File: config.mk
export PLATFORM = sky130hd
export DESIGN_NAME = pattern_tx
export DESIGN_NICKNAME = d
export VERILOG_FILES = /design/src/rtl/pattern_tx_pkg.sv /design/src/rtl/strobe_timer.sv /design/src/rtl/pattern_tx.sv
export SDC_FILE = /design/constraint.sdc
export NUM_CORES = 1
export LEC_CHECK = 0
export CAP_MARGIN = 0
export CORE_AREA = 8 8 68 70
export DETAILED_ROUTE_END_ITERATION = 10
export DIE_AREA = 0 0 76 78
export MAX_ROUTING_LAYER = met4
export PLACE_DENSITY = 0.7
export SLEW_MARGIN = 10
export SYNTH_ARGS = -nofsm -noshare
export SYNTH_HDL_FRONTEND = slang
export SYNTH_HIERARCHICAL = 1
export SYNTH_SLANG_ARGS = --single-unit
File: constraint.sdc
create_clock -name clk -period 2.4 [get_ports clk]
set_input_delay 0.48 -clock clk [delete_from_list [all_inputs] [get_ports clk]]
set_output_delay 0.48 -clock clk [all_outputs]
set_load 0.02 [all_outputs]
File: src/rtl/pattern_tx_pkg.sv
// Shared types and defaults for the pattern_tx serial strobe transmitter.
package pattern_tx_pkg;

  typedef enum logic [1:0] {
    IDLE,
    STROBE,
    GAP
  } state_t;

  localparam int unsigned PTX_TRIG_CYCLES = 2;
  localparam int unsigned PTX_GAP_CYCLES  = 5;

  // Width of a field holding a bit count 0..w.
  function automatic int unsigned len_width(input int unsigned w);
    return $clog2(w + 1);
  endfunction

endpackage

File: src/rtl/strobe_timer.sv
// Loadable down-counter that parks at zero; reloaded once per strobe/gap phase.
module strobe_timer #(
  parameter int unsigned TW = 3
) (
  input  logic          clk,
  input  logic          reset,
  input  logic          load,
  input  logic [TW-1:0] load_value,
  output logic          zero
);

  logic [TW-1:0] count;

  always_ff @(posedge clk) begin
    if (!reset) begin
      count <= '0;
    end else if (load) begin
      count <= load_value;
    end else if (count != '0) begin
      count <= count - 1'b1;
    end
  end

  assign zero = (count == '0);

endmodule

File: src/rtl/pattern_tx.sv
// Serial pattern transmitter: sends a loaded word MSB-first as data/trig bit strobes.
module pattern_tx
  import pattern_tx_pkg::*;
#(
  parameter int unsigned WIDTH       = 8,
  parameter int unsigned TRIG_CYCLES = PTX_TRIG_CYCLES,
  parameter int unsigned GAP_CYCLES  = PTX_GAP_CYCLES
) (
  input  logic                        clk,
  input  logic                        reset,
  input  logic                        load_valid,
  output logic                        load_ready,
  input  logic [WIDTH-1:0]            load_data,
  input  logic [len_width(WIDTH)-1:0] load_len,
  output logic                        data,
  output logic                        trig,
  output logic                        busy,
  output logic                        done
);

  localparam int unsigned LW   = len_width(WIDTH);
  localparam int unsigned TMAX = (TRIG_CYCLES > GAP_CYCLES) ? TRIG_CYCLES : GAP_CYCLES;
  localparam int unsigned TW   = (TMAX > 1) ? $clog2(TMAX) : 1;

  state_t           state, state_n;
  logic [WIDTH-1:0] shreg, shreg_n;
  logic [LW-1:0]    cnt, cnt_n;
  logic             data_n, trig_n, done_n;
  logic             t_load, t_zero;
  logic [TW-1:0]    t_value;
  logic [LW-1:0]    len_c, shift;
  logic [WIDTH-1:0] aligned;

  strobe_timer #(.TW(TW)) u_timer (
    .clk        (clk),
    .reset      (reset),
    .load       (t_load),
    .load_value (t_value),
    .zero       (t_zero)
  );

  // Frame is left-justified so the first bit to send always sits at the MSB.
  assign len_c   = (load_len > LW'(WIDTH)) ? LW'(WIDTH) : load_len;
  assign shift   = LW'(WIDTH) - len_c;
  assign aligned = load_data << shift;

  always_comb begin
    state_n = state;
    shreg_n = shreg;
    cnt_n   = cnt;
    data_n  = data;
    trig_n  = trig;
    done_n  = 1'b0;
    t_load  = 1'b0;
    t_value = '0;
    case (state)
      IDLE: begin
        trig_n = 1'b0;
        data_n = 1'b0;
        if (load_valid && load_ready) begin
          if (len_c != '0) begin
            state_n = STROBE;
            data_n  = aligned[WIDTH-1];
            shreg_n = aligned << 1;
            cnt_n   = len_c - 1'b1;
            trig_n  = 1'b1;
            t_load  = 1'b1;
            t_value = TW'(TRIG_CYCLES - 1);
          end else begin
            done_n = 1'b1;
          end
        end
      end
      STROBE: begin
        if (t_zero) begin
          state_n = GAP;
          trig_n  = 1'b0;
          t_load  = 1'b1;
          t_value = TW'(GAP_CYCLES - 1);
        end
      end
      GAP: begin
        if (t_zero) begin
          if (cnt == '0) begin
            state_n = IDLE;
            data_n  = 1'b0;
            done_n  = 1'b1;
          end else begin
            state_n = STROBE;
            data_n  = shreg[WIDTH-1];
            shreg_n = shreg << 1;
            cnt_n   = cnt - 1'b1;
            trig_n  = 1'b1;
            t_load  = 1'b1;
            t_value = TW'(TRIG_CYCLES - 1);
          end
        end
      end
      default: state_n = IDLE;
    endcase
  end

  // load_ready is a register so it stays low throughout reset, not only after it.
  always_ff @(posedge clk) begin
    if (!reset) begin
      state      <= IDLE;
      shreg      <= '0;
      cnt        <= '0;
      data       <= 1'b0;
      trig       <= 1'b0;
      done       <= 1'b0;
      busy       <= 1'b0;
      load_ready <= 1'b0;
    end else begin
      state      <= state_n;
      shreg      <= shreg_n;
      cnt        <= cnt_n;
      data       <= data_n;
      trig       <= trig_n;
      done       <= done_n;
      busy       <= (state_n != IDLE);
      load_ready <= (state_n == IDLE);
    end
  end

endmodule

==> out/qor.csv <==
metric,value,unit
outcome,completed,
root_buffer,clkbuf_4,
vias_per_cell,5.74,
avgSynthCellArea,8.79,sq um
cts_tree,yes,
layoutNonFillerInstCount,278,
p_leak,0.879,nW
row_count,22,
hold_violations,0,
layout_setup_ws,0.159,ns
p_clk_share,12.0,%
p_per_area,734,nW/um^2
hpwl,3.22,mm
fillers,322,
die_h,78,microns
post-route-util,60.1,%
routed_wl,4.19,mm
grtUsageTotal,14.8,%
drv_cap,0,
globalplace.congestion,0.884,
syn_nets,222,
floorplan.die_area,5930,sq um
cts_buffers,3,
core,3550,sq um
ys_warn_count,6,
routedWlPerCell,15.1,microns
finClkSkew,0.0130,ns
drc,0,
synthArstFlopShare,0,%
clk_latency,0.33,ns
ctsHoldBuffers,0,
dp_cells,274,
drt_pass1_iterations,4,
grt_pass1_wl,7.25,mm
p_int,0.913,mW
period_share,93.4,%
die_x,76,microns
postSynthCellCount,199,
fin_hold_ws,0.487,ns
min-delay-start,shreg[6],
initial_core_util,49.3,%
drt-initial-drc-count,85,
setup_violations,0,
slew_violations,0,
portBuffers,19,
worstPathMaxFanout,8,
ys_ff_latch,21,
antenna_left,0,
arrival,2.47,ns
fin_nets,254,
cts_num_sinks,21,
synth_edf_count,0,
p_sw,0.655,mW
area_growth,22.1,%
regArea,420,sq um
layout-drive-gt1-share,23.0,%
critical_path_class,input pin to register,
setup_tns,0,ns
hp-class,register to register,
grt_pass1_vias,1637,
grt_start_max_net_pins,17,
clkTransAtPathRegs,0.14,ns
p_sw_share,41.8,%
vias,1596,
p_comb_share,55.1,%
peakVddDrop,293,uV
synthesis.area,1750,sq um
yosysSeqAreaShare,24.0,%
clock.fmax,446,MHz
fin_crit,2.24,ns
post_cts_buffers,0,
crit_path_start_kind,input pin,
ios,20,
yosysUniqueCellTypes,62,
antenna_found_initial,0,
cp-startpoint,load_len[0],
cp-end-kind,register,
grt_overflow,0,
clock_path_buffers,2,
yosys_most_used_dff,dfxtp_1,
power_frac_seq,33.0,%
rsz0062_at_grt,false,
cts-htree-levels,1,
antenna_cells,0,
dp_slack,-0.354,ns
worstPathRequired,2.63,ns
multi_input_comb_area,1220,sq um
r2r-start,u_timer/count[0],
per-stage QoR:
step           cell area (sq um)  power [mW]
6_report                    2140        1.57
2_1_floorplan               1780        1.15
3_3_place_gp                2090        1.33
4_1_cts                     2110        1.55
5_1_grt                     2140        1.69
3_5_place_dp                2090        1.36
synthesized netlist by cell type (5+ instances only):
cell | n | share of area, %
a21oi_1 | 12 | 3.4
a31oi_1 | 5 | 1.8
buf_6 | 5 | 3.2
dfxtp_1 | 21 | 24
ha_1 | 8 | 5.7
inv_1 | 10 | 2.1
mux2i_1 | 7 | 4.0
nand2_1 | 15 | 3.2
nand3_1 | 7 | 2.0
nor2_1 | 14 | 3.0
o21ai_0 | 10 | 2.9
critical path, stage by stage:
cell	delay [ns]
clkdlybuf4s50_1	0.43
nor2b_4	0.15
inv_4	0.06
ha_4	0.12
or3b_4	0.37
nand4_1	0.11
a21oi_2	0.07
or2_4	0.29
nor2b_4	0.13
a2111oi_1	0.26
power by group through the flow:
stage	Sequential [mW]	Clock, mW	Combinational [mW]
final	0.517	0.188	0.864
after global routing	0.528	0.211	0.953
after CTS	0.512	0.196	0.843
after detailed placement	0.519	0	0.840
after floorplan	0.521	0	0.625
after global placement	0.515	0	0.811
worst paths after layout:
| kind | to | slack (ns) | depth (start not counted) |
|---|---|---|---|
| max reg2reg | cnt[0] | 0.26 | 9 |
| min | shreg[7] | 0.49 | 2 |
| max | u_timer/count[0] | 0.16 | 10 |
| min reg2reg | shreg[7] | 0.49 | 2 |
placed cells by master (no fill, tap or decap), types with 2 or more instances in the layout:
cell             instances
a21oi_1                 11
a22oi_1                  4
a31oi_1                  5
a32oi_1                  2
and2_1                   2
buf_4                   20
clkbuf_4                 3
clkdlybuf4s50_1         18
dfxtp_1                 21
ha_1                     7
inv_1                   10
mux2_4                   4
mux2i_1                  7
mux4_2                   2
nand2_1                 15
nand2b_1                 3
nand2b_4                 2
nand3_1                  7
nand4_1                  2
nor2_1                  14
nor2b_1                  4
nor2b_4                  2
o21a_1                   3
o21ai_0                 10
o21ai_1                  4
o21bai_1                 3
o22ai_1                  2
o311a_1                  2
o31a_1                   2
state kept, by name, indices dropped and copies added, names as in the netlist:
register,cells
busy,1
trig,1
load_ready,1
u_timer/count,3
shreg,7
done,1
state,2
data,1
cnt,4
logic make-up after synthesis:
| kind of cell | Yosys count | synth area share [%] |
|---|---|---|
| AOI/OAI and AO/OA | 62 | 27.0 |
| other | 1 | 0.214 |
| muxes | 14 | 10.7 |
| DFF | 21 | 24.0 |
| and+or+nand+nor | 66 | 21.5 |
| xor gates and xnor gates | 2 | 2.07 |
| buffers and inverters | 25 | 8.80 |
| adders and majority gates | 8 | 5.72 |
metal layers:
metal	up-vias	global-route usage (%)	wire, microns
li1	792	-	-
met1	760	15.9	1790
met2	35	25.3	2120
met3	9	2.76	169
met4	0	8.24	102
met5	-	-	0
what timing repair did:
action                                  4_1_cts  5_1_grt
gates resized for setup                       0        4
endpoints found under the setup margin        0        2
hold endpoints to repair                      0        0
area by class of cell:
| type | count | area share, % |
|---|---|---|
| tap | 48 | 2.81 |
| sequential | 21 | 19.7 |
| clock inverter | 1 | 0.234 |
| multi-input combinational | 153 | 57.0 |
| clock buffer | 3 | 1.05 |
| timing repair buffer | 40 | 17.0 |
| inverter | 12 | 2.23 |
Note: power is estimated with default switching activity, not from simulation.
